### src/rtl/pipe_pkg.sv
// ---------------------------------------------------------------
// pipe_pkg : shared pipeline constants and the fetch-queue entry type
// Rev 1.0
// ---------------------------------------------------------------
`default_nettype none

package pipe_pkg;

  localparam int PC_STEP_DEFAULT = 4;
  localparam logic [31:0] NOP_INSTR = 32'h0000_0000;

  typedef struct packed {
    logic [31:0] pc;
    logic [31:0] instr;
  } entry_t;

endpackage

`default_nettype wire

### src/rtl/wrap_ptr.sv
// ---------------------------------------------------------------
// wrap_ptr : modulo-DEPTH pointer with enable and synchronous clear
// Rev 1.0
// ---------------------------------------------------------------
`default_nettype none

module wrap_ptr #(
  parameter int DEPTH = 4
) (
  input  logic                     clk,
  input  logic                     reset,
  input  logic                     en_i,
  input  logic                     clr_i,
  output logic [$clog2(DEPTH)-1:0] ptr_o
);

  localparam int PW = $clog2(DEPTH);

  logic [PW-1:0] ptr_q;
  logic [PW-1:0] ptr_d;

  // DEPTH is a power of two, so natural overflow gives the wrap
  always_comb begin
    ptr_d = ptr_q;
    if (clr_i)     ptr_d = '0;
    else if (en_i) ptr_d = ptr_q + PW'(1);
  end

  always_ff @(posedge clk or posedge reset) begin
    if (reset) ptr_q <= '0;
    else       ptr_q <= ptr_d;
  end

  assign ptr_o = ptr_q;

endmodule

`default_nettype wire

### src/rtl/if_id_buffer.sv
// ---------------------------------------------------------------
// if_id_buffer : DEPTH-entry elastic IF/ID queue with flush and restart PC
// Rev 1.0
// ---------------------------------------------------------------
`default_nettype none

module if_id_buffer
  import pipe_pkg::*;
#(
  parameter int DATA_W  = 32,
  parameter int PC_W    = 32,
  parameter int DEPTH   = 4,
  parameter int PC_STEP = PC_STEP_DEFAULT
) (
  input  logic                       clk,
  input  logic                       reset,
  input  logic                       if_valid,
  output logic                       if_ready,
  input  logic [PC_W-1:0]            NextPC_if,
  input  logic [DATA_W-1:0]          Instruction_if,
  input  logic                       IF_flush,
  output logic                       id_valid,
  input  logic                       id_ready,
  output logic [PC_W-1:0]            NextPC_id,
  output logic [DATA_W-1:0]          Instruction_id,
  output logic [$clog2(DEPTH+1)-1:0] count
);

  localparam int AW = $clog2(DEPTH);
  localparam int CW = $clog2(DEPTH+1);

  typedef struct packed {
    logic [PC_W-1:0]   pc;
    logic [DATA_W-1:0] instr;
  } slot_t;

  slot_t           mem_q [DEPTH];
  logic [CW-1:0]   count_q, count_d;
  logic [PC_W-1:0] bubble_pc_q, bubble_pc_d;
  logic [AW-1:0]   wr_ptr, rd_ptr;
  logic            push, pop;
  slot_t           head;

  assign if_ready = (count_q < CW'(DEPTH));
  assign id_valid = (count_q != '0);
  assign push     = if_valid & if_ready & ~IF_flush;
  assign pop      = id_valid & id_ready & ~IF_flush;
  assign head     = mem_q[rd_ptr];

  wrap_ptr #(.DEPTH(DEPTH)) u_wr_ptr (
    .clk   (clk),
    .reset (reset),
    .en_i  (push),
    .clr_i (IF_flush),
    .ptr_o (wr_ptr)
  );

  wrap_ptr #(.DEPTH(DEPTH)) u_rd_ptr (
    .clk   (clk),
    .reset (reset),
    .en_i  (pop),
    .clr_i (IF_flush),
    .ptr_o (rd_ptr)
  );

  // Flush wins; the restart PC points back at the instruction that was being fetched
  always_comb begin
    count_d     = count_q;
    bubble_pc_d = bubble_pc_q;
    if (IF_flush) begin
      count_d     = '0;
      bubble_pc_d = NextPC_if - PC_W'(PC_STEP);
    end else begin
      if (push && !pop)      count_d = count_q + CW'(1);
      else if (pop && !push) count_d = count_q - CW'(1);
      if (pop) bubble_pc_d = head.pc;
    end
  end

  always_ff @(posedge clk or posedge reset) begin
    if (reset) begin
      count_q     <= '0;
      bubble_pc_q <= '0;
    end else begin
      count_q     <= count_d;
      bubble_pc_q <= bubble_pc_d;
    end
  end

  always_ff @(posedge clk) begin
    if (push) mem_q[wr_ptr] <= '{pc: NextPC_if, instr: Instruction_if};
  end

  assign NextPC_id      = id_valid ? head.pc : bubble_pc_q;
  assign Instruction_id = id_valid ? head.instr : DATA_W'(NOP_INSTR);
  assign count          = count_q;

endmodule

`default_nettype wire

### config.mk
export PLATFORM = sky130hd
export DESIGN_NAME = if_id_buffer
export DESIGN_NICKNAME = d
export VERILOG_FILES = /design/src/rtl/pipe_pkg.sv /design/src/rtl/wrap_ptr.sv /design/src/rtl/if_id_buffer.sv
export SDC_FILE = /design/constraint.sdc
export NUM_CORES = 1
export LEC_CHECK = 0
export CAP_MARGIN = 20
export CORE_MARGIN = 1.5
export CORE_UTILIZATION = 55
export CTS_BUF_LIST = sky130_fd_sc_hd__clkbuf_8
export DETAILED_ROUTE_END_ITERATION = 10
export GPL_TIMING_DRIVEN = 0
export HOLD_SLACK_MARGIN = 0.1
export PLACE_DENSITY = 0.84
export SLEW_MARGIN = 20
export SYNTH_ARGS = -nofsm -noshare
export SYNTH_HDL_FRONTEND = slang
export SYNTH_SLANG_ARGS = --single-unit
### constraint.sdc
create_clock -name clk -period 4 [get_ports clk]
set_clock_uncertainty 0.15 [all_clocks]
set_input_delay 0.4 -clock clk [delete_from_list [all_inputs] [get_ports clk]]
set_output_delay 0.4 -clock clk [all_outputs]
set_load 0.005 [all_outputs]
==> summary.txt, run 1 <==
Synth
  • Synth Area in Adders: 0.670%
  • Mux cell area share after synthesis: 15.0%
  • Main synth FF type: edfxtp_1
  • Mapped Cells: 685
  • Library cells used by synthesis: 41
  • Main combinational cell family by area after synthesis: multiplexers
  • Compound-gate portion of the synthesized area: 4.43%
  • Yosys Warn Count: 0
  • Syn Nets: 760
  • Sequential cell area fraction in the yosys report: 70.3%
  • Post-Synth XOR/XNOR Area: 1.07%
  • Synth Area in Simple Gates: 6.96%
  • Synthesized area per cell: 18.0 µm²
  • Post-synth EDFFs: 256
  • Synthesized cell area: 12,300 µm²
  • Yosys reg bits: 295
  • Async SR Flop Fraction: 13.2%

Global route
  • Total grt overflow: 0
  • Vias in the first global route: 7,438
  • Largest net degree at the start of global routing: 46
  • Initial antenna violation count: 0
  • Global-route wire length before repair: 41.5 mm
  • Gr usage total: 23.2%

Route
  • Post-Route M1 WL: 10.5 mm
  • DR DRC count: 0
  • WL per Instance: 22.2 µm
  • Initial DRC count: 556
  • DRT Pass-1 Iters: 5
  • Vias per cell: 5.95
  • Met2 WL: 13.1 mm
  • Vias post-DR: 7,098
  • ANT nets after route: 0
  • Max Used Layer: met4
  • Post-Route WL: 26.5 mm
  • WL met3: 2.07 mm

Min path
  • Class of the tightest hold or removal check: in -> reg
  • Hold Path Sink: mem_q[3][14]
  • Worst Min Path Start: Instruction_if[14]
  • WHS Path Cells: 1

Finish
  • Fill cell count: 1,472
  • Design area: 15,100 µm²
  • Area grow syn2layout: 22.2%
  • N_diodes: 0
  • Finished Layout Cells: 1,192
  • Final nets: 949
  • Share of layout cells above drive strength 1: 20.4%

Outcome
  • Status: completed

Placement
  • IO Port Bufs: 136
  • GPL Wtd Cong: 0.789
  • Placed Area: 14,100 µm²
  • DP Worst Slack: 0.604 ns
  • Post-DP HPWL: 17.0 mm
  • Dpl cells: 1,106

STA
  • Final worst setup slack: 0.237 ns
  • Final Max Slew Viols: 0
  • Final Cycle Share: 94.1%
  • Slew HR: 39.2%
  • # setup viols final: 0
  • Final Hold Vio Count: 0
  • Fmax: 0.266 GHz
  • Unrepaired setup endpoints after global routing: false
  • Hold slack: 0.330 ns
  • Worst-Margin Slew: 0.911 ns
  • Final Critical Period: 3.76 ns

Clocking
  • Clk Tree Root Cell: clkbuf_8
  • TritonCTS Buffers: 46
  • CTS tree: yes
  • Clock slew at reported path FFs: 0.06 ns
  • H-tree levels: 2
  • Max Root-Sink Buffers: 3
  • Clk_lat worst skew: 0.57 ns
  • Post-CTS Setup Bufs: 0
  • # clock sinks: 295

Pwr
  • PwrDens: 639 nW/µm²
  • Leak pwr: 4.97 nW
  • Max VDD drop: 433 µV

Run
  • Max_cap viols: 0

Floorplan
  • Die area: 23,300 µm²
  • Initial Util: 56.3%
  • IO Pins: 138
  • Core area: 21,900 µm²
  • Core Rows: 54
  • Die H: 153 µm
  • Die W: 153 µm

Critical path
  • Flop2flop setup slack: 0.98 ns
  • Startpoint types: register
  • Reg-to-Reg Start: count[0]
  • Crit path max fanout: 10
  • CP required: 3.45 ns
  • Setup CP Type: reg -> out
  • Critical Path Sink Type: primary output
  • Critical path data arrival time: 3.21 ns
  • RR Endpoint: count[1]
  • Reg2Reg Depth: 6
cell usage after synthesis (all sizes together), types with 5 or more instances:
cell type / n / area share (%)
a211oi: 27 / 1.6
mux2i: 5 / 0.41
xor2: 11 / 0.78
inv: 10 / 0.30
o31ai: 13 / 0.79
and2: 64 / 3.2
a21oi: 13 / 0.53
mux2: 32 / 2.9
nor2: 10 / 0.30
nand2: 12 / 0.37
nand3: 7 / 0.32
a31oi: 16 / 0.81
edfxtp: 256 / 62
nor4: 5 / 0.43
or3: 7 / 0.38
clkbuf: 26 / 0.79
buf: 12 / 0.44
o21ai: 9 / 0.37
or4: 13 / 0.80
nor3: 7 / 0.32
mux4: 64 / 12
ha: 5 / 0.51
dfrtp: 39 / 7.9
registers in the layout, indices dropped and copies added (netlist names):
register        cells
u_wr_ptr.ptr_o      2
bubble_pc_q        32
u_rd_ptr.ptr_o      2
mem_q             256
count               3
cell type report:
type,count,area (µm²),share of cell area (%)
Buffer,37,154,1.02
Clock buffer,51,702,4.66
Clock inverter,35,193,1.28
Inverter,10,37.5,0.249
Multi-Input combinational cell,342,3480,23.1
Sequential cell,295,8660,57.5
Tap cell,280,350,2.33
Timing Repair Buffer,142,1480,9.82
cell usage in the layout, fill, tap and decap left out, types with 7 or more instances in the layout:
master,synthesis,layout
edfxtp_1,256,256
clkdlybuf4s50_1,0,136
mux4_2,64,64
and2_1,64,60
clkbuf_8,0,51
dfrtp_1,39,39
mux2_2,32,32
inv_1,10,29
a211oi_1,27,27
clkbuf_1,26,22
a31oi_1,16,16
o31ai_1,13,13
a21oi_1,13,13
nand2_1,12,12
or4_1,12,12
xor2_1,11,11
nor2_1,10,10
o21ai_0,9,9
buf_2,7,9
clkinv_2,0,7
how the worst max path moves through the flow:
| stage | start | end | cells past startpoint |
|---|---|---|---|
| global placement | if_valid | mem_q[2][29] | 4 |
| detailed placement | u_rd_ptr.ptr_o[1] | Instruction_id[30] | 6 |
| finish | u_rd_ptr.ptr_o[1] | Instruction_id[8] | 6 |
| CTS | u_rd_ptr.ptr_o[1] | Instruction_id[16] | 6 |
| global route | u_rd_ptr.ptr_o[0] | Instruction_id[30] | 5 |
| floorplan | count[2] | mem_q[0][0] | 3 |
timing repair:
action                                 in CTS  in global routing
endpoints found under the hold margin      16                  0
gates resized for setup                     2                  6
setup endpoints to repair                   4                 34
pin swaps                                   0                  0
hold buffers                                1                  0
per-stage QoR:
stage,setup TNS [ns],total power (W),utilization [%]
after floorplan,0,0.00560,-
after global placement,-224.81,0.00720,64.1
after detailed placement,0,0.00726,64.6
after CTS,0,0.00970,68.8
after global routing,0,0.0101,68.8
final,0,0.00962,68.8
worst max-delay path, stage by stage, from the launching register on:
cell and delay (ns):
dfrtp_1 0.33, buf_2 0.28, buf_1 0.58, clkbuf_2 0.43, mux4_2 0.37, and2_1 0.17
clkdlybuf4s50_1 0.47
logic make-up after synthesis:
logic type      count (synthesis)
compound gates                 82
simple gates                  138
fa+ha+maj                       6
xor+xnor                       15
flops                         295
buf+inv                        48
mux                           101
per-layer routing:
| layer | global-route usage, % | vias to the layer above |
|---|---|---|
| li1 | - | 3144 |
| met1 | 30.7 | 3595 |
| met2 | 38.0 | 299 |
| met3 | 5.06 | 60 |
| met4 | 9.07 | 0 |
| met5 | 0 | - |
power by group:
part / switching (W) / internal, W
registers: 0.000115 / 0.00365
logic: 0.00151 / 0.00191
clock network: 0.00113 / 0.00130
(Power assumes the default switching activity.)
==> inputs of run 2 (changes only) <==
clock period = 3.8 ns   (was 4 ns; I/O delays follow)
==> summary.txt, run 2 (synthesis results as in run 1) <==
Pwr
  • Leak pwr: 4.99 nW
  • PwrDens: 672 nW/µm²
  • Clock power share: 25.2%
  • Max VDD drop: 457 µV
  • Switching Share: 28.6%
  • Sequential share of power: 39.2%
  • P_sw: 0.00290 W
  • Total power: 0.0101 W
  • Combinational share of power: 35.6%
  • Internal power: 0.00723 W

Floorplan
  • Core area: 21,900 µm²
  • Die W: 153 µm
  • Core Rows: 54
  • Die area: 23,300 µm²
  • Initial Util: 56.3%
  • IO Pins: 138
  • Die H: 153 µm

Clocking
  • # clock sinks: 295
  • CTS tree: yes
  • Clock slew at reported path FFs: 0.06 ns
  • Clk Tree Root Cell: clkbuf_8
  • Clk_lat worst skew: 0.57 ns
  • Post-CTS Setup Bufs: 0
  • H-tree levels: 2
  • Max Root-Sink Buffers: 3
  • TritonCTS Buffers: 46

Finish
  • N_diodes: 0
  • Commonest non-fill, non-tap cell in the layout: edfxtp_1
  • Area grow syn2layout: 22.3%
  • Most frequent cells in the layout: edfxtp_1, clkdlybuf4s50_1, mux4_2
  • Final nets: 950
  • Design area: 15,100 µm²
  • Final Util: 68.9%
  • Fill cell count: 1,471
  • Share of layout cells above drive strength 1: 20.9%
  • Reg with most FFs: mem_q
  • Max reg flops: 256

Route
  • ANT nets after route: 0
  • Vias post-DR: 7,076
  • Vias per cell: 5.93
  • DR DRC count: 0
  • WL per Instance: 22.3 µm
  • DRT Pass-1 Iters: 6
  • Post-Route WL: 26.6 mm
  • Initial DRC count: 543

Outcome
  • Status: completed

Global route
  • Global-route wire length before repair: 41.5 mm
  • Vias in the first global route: 7,430
  • Gr usage total: 23.2%
  • Initial antenna violation count: 0
  • Total grt overflow: 0
  • Largest net degree at the start of global routing: 46

STA
  • # setup viols final: 0
  • Fmax: 0.281 GHz
  • Unrepaired setup endpoints after global routing: false
  • Final Cycle Share: 93.6%
  • Final Max Slew Viols: 0
  • Slew HR: 47.0%
  • Final Hold Vio Count: 0
  • Worst-Margin Slew: 0.795 ns
  • Final Critical Period: 3.56 ns

Critical path
  • Crit path max fanout: 10
  • CP required: 3.27 ns
  • Critical path data arrival time: 3.03 ns
  • Critical Path Sink Type: primary output
  • Startpoint types: register
  • Setup CP Type: reg -> out

Placement
  • Post-DP HPWL: 17.0 mm
  • Placed Area: 14,100 µm²
  • IO Port Bufs: 136
  • GPL Wtd Cong: 0.789

Run
  • Max_cap viols: 0

Min path
  • Class of the tightest hold or removal check: in -> reg
==> run 2: cell count changes in the layout (fill, tap and decap cells not counted), sizes merged <==
cell,delta
clkbuf,+2
buf,-2
clkdlybuf4s15,+1
==> run 2: final cells by class <==
type | instances | area (µm²) | area share [%]
Buffer | 38 | 170 | 1.13
Clock buffer | 51 | 702 | 4.66
Clock inverter | 35 | 193 | 1.28
Inverter | 10 | 37.5 | 0.249
Multi-Input combinational cell | 342 | 3480 | 23.1
Sequential cell | 295 | 8660 | 57.5
Tap cell | 280 | 350 | 2.32
Timing Repair Buffer | 142 | 1480 | 9.81
==> run 2: per-stage QoR <==
step / hold slack, ns / std cells / setup slack (ns) / TNS (ns)
after floorplan: 0.317 / 685 / 0.701 / 0
after global placement: 0.381 / 1101 / -1.09 / -270.89
after detailed placement: 0.397 / 1106 / 0.424 / 0
after CTS: 0.284 / 1193 / 0.0498 / 0
after global routing: 0.313 / 1193 / 0.0960 / 0
final: 0.306 / 1193 / 0.242 / 0
==> run 2: worst paths after layout <==
kind	startpoint	end	slack, ns	cells past startpoint
min	Instruction_if[14]	mem_q[3][14]	0.31	1
max reg2reg	count[0]	count[1]	0.80	6
max	u_rd_ptr.ptr_o[0]	NextPC_id[31]	0.24	5
min in group asynchronous	reset	bubble_pc_q[10]	0.54	3
min reg2reg	bubble_pc_q[3]	bubble_pc_q[3]	0.41	2
max in group asynchronous	reset	bubble_pc_q[17]	2.46	4
==> run 2: power groups by stage <==
stage | Combinational (W) | Clock [W] | Sequential (W)
3_3_place_gp | 0.00354 | 0 | 0.00404
3_5_place_dp | 0.00361 | 0 | 0.00403
6_report | 0.00361 | 0.00256 | 0.00397
2_1_floorplan | 0.00190 | 0 | 0.00400
5_1_grt | 0.00389 | 0.00272 | 0.00400
4_1_cts | 0.00366 | 0.00260 | 0.00397
==> run 2: what timing repair did <==
| action | in CTS | in global routing |
|---|---|---|
| hold buffers | 1 | 0 |
| gates resized for setup | 8 | 5 |
| hold endpoints to repair | 16 | 0 |
| endpoints found under the setup margin | 56 | 46 |
==> run 2: metal layers <==
| metal | wire [µm] | track usage [%] |
|---|---|---|
| met1 | 10600 | 30.6 |
| met2 | 13200 | 38.0 |
| met3 | 2080 | 5.20 |
| met4 | 729 | 9.07 |
| met5 | 0 | 0 |
==> run 2: worst max-delay path: stages, from the launching register on <==
cell             delay (ns)
dfrtp_1                0.35
buf_2                  0.34
buf_2                  0.44
mux4_2                 0.60
mux2_2                 0.30
clkdlybuf4s50_1        0.44
==> inputs of run 3 (changes only) <==
CORE_UTILIZATION = 40   (was 55)
PLACE_DENSITY = 0.66   (was 0.84)
==> summary.txt, run 3 (synthesis results as in run 1) <==
Critical path
  • Critical Path Sink Type: primary output
  • Startpoint types: register
  • Most used cell, CP: buf_2
  • CP required: 3.27 ns
  • Setup CP Type: reg -> out
  • Slowest stage delay, CP: 0.51 ns
  • Cell Chain, Critical Path: buf_2, clkdlybuf4s15_2, buf_2, mux4_2, and2_1, clkdlybuf4s50_1
  • CP max-delay cell: clkdlybuf4s15_2
  • Critical path data arrival time: 3.08 ns
  • Crit path max fanout: 10

Clocking
  • H-tree levels: 2
  • CTS tree: yes
  • Clk_lat worst skew: 0.57 ns
  • Clk Tree Root Cell: clkbuf_8
  • TritonCTS Buffers: 49
  • Clock slew at reported path FFs: 0.07 ns
  • Max Root-Sink Buffers: 3
  • Post-CTS Setup Bufs: 0
  • # clock sinks: 295

Outcome
  • Status: completed

Floorplan
  • Die W: 179 µm
  • Die area: 31,900 µm²
  • Die H: 179 µm
  • IO Pins: 138
  • Core Rows: 64
  • Core area: 30,400 µm²
  • Initial Util: 40.5%

STA
  • Unrepaired setup endpoints after global routing: false
  • Final Cycle Share: 95.0%
  • Fmax: 0.277 GHz
  • Final Critical Period: 3.61 ns
  • Final Hold Vio Count: 0
  • Hold slack: 0.300 ns
  • # setup viols final: 0
  • Final Max Slew Viols: 0
  • Slew HR: 45.2%
  • Worst-Margin Slew: 0.822 ns

Global route
  • Global-route wire length before repair: 42.3 mm
  • Largest net degree at the start of global routing: 39
  • Total grt overflow: 0
  • Gr usage total: 18.0%
  • Vias in the first global route: 7,207
  • Initial antenna violation count: 3

Finish
  • Fill cell count: 2,585
  • Reg with most FFs: mem_q
  • Final Util: 50.1%
  • Most frequent cells in the layout: edfxtp_1, clkdlybuf4s50_1, mux4_2
  • Final nets: 953
  • Area grow syn2layout: 23.8%
  • Commonest non-fill, non-tap cell in the layout: edfxtp_1
  • Max reg flops: 256
  • Share of layout cells above drive strength 1: 21.1%

Run
  • Max_cap viols: 0

Route
  • Vias post-DR: 6,952
  • DRT Pass-1 Iters: 4
  • DR DRC count: 0
  • Vias per cell: 5.28
  • Post-Route WL: 27.7 mm
  • Initial DRC count: 517
  • WL per Instance: 21.0 µm
  • ANT nets after route: 0

Pwr
  • PwrDens: 666 nW/µm²
  • Leak pwr: 5.00 nW
  • Max VDD drop: 332 µV
  • Total power: 0.0102 W

Placement
  • IO Port Bufs: 136
  • GPL Wtd Cong: 0.749
  • Post-DP HPWL: 17.6 mm

Min path
  • Class of the tightest hold or removal check: in -> reg
-- run 3: final cells by class --
class,instances,area (µm²),area share [%]
sequential,295,8660,56.8
multi-input combinational,342,3480,22.8
timing repair buffer,142,1490,9.75
clock buffer,51,702,4.60
tap,396,495,3.25
clock inverter,41,205,1.35
buffer,38,175,1.15
inverter,10,37.5,0.246
antenna,2,5.00,0.0328
-- run 3: metrics by stage --
| step | worst slack (ns) | cell area [µm²] | cells | setup TNS (ns) |
|---|---|---|---|---|
| after floorplan | 0.701 | 12300 | 685 | 0 |
| after global placement | -1.25 | 14200 | 1217 | -299.18 |
| after detailed placement | 0.219 | 14300 | 1222 | 0 |
| after CTS | 0.107 | 15200 | 1315 | 0 |
| after global routing | 0.00762 | 15200 | 1315 | 0 |
| final | 0.191 | 15200 | 1317 | 0 |
-- run 3: where the power goes --
group	switching [W]	total [W]	internal, W
clock network	0.00125	0.00257	0.00132
logic	0.00159	0.00361	0.00202
registers	0.000117	0.00396	0.00385
total	0.00296	0.0102	0.00719
-- run 3: per-layer routing --
layer | track usage, % | vias to the layer above | part of all wire, %
li1 | - | 3172 | -
met1 | 24.0 | 3527 | 43
met2 | 29.0 | 202 | 47
met3 | 4.88 | 49 | 7.3
met4 | 4.79 | 2 | 1.9
met5 | 0 | - | 0.043
-- run 3: critical path, delay by kind of cell, from the launching register on --
kind,cells,cell delay (ns)
simple gates,1,0.17
buf+inv,4,1.62
mux,1,0.38
flops,1,0.34
-- run 3: final timing paths --
| path | from | to | slack [ns] | cells past startpoint |
|---|---|---|---|---|
| min | Instruction_if[16] | mem_q[1][16] | 0.30 | 1 |
| max in group asynchronous | reset | bubble_pc_q[11] | 2.52 | 4 |
| min reg2reg | bubble_pc_q[3] | bubble_pc_q[3] | 0.41 | 2 |
| max | u_rd_ptr.ptr_o[1] | Instruction_id[24] | 0.19 | 6 |
| min in group asynchronous | reset | bubble_pc_q[26] | 0.51 | 3 |
| max reg2reg | count[0] | count[1] | 0.87 | 6 |
-- run 3: timing repair --
action / in CTS / in global routing
endpoints found under the setup margin: 51 / 0
resized for setup: 11 / 0
hold endpoints to repair: 9 / 0
hold buffers: 1 / 0
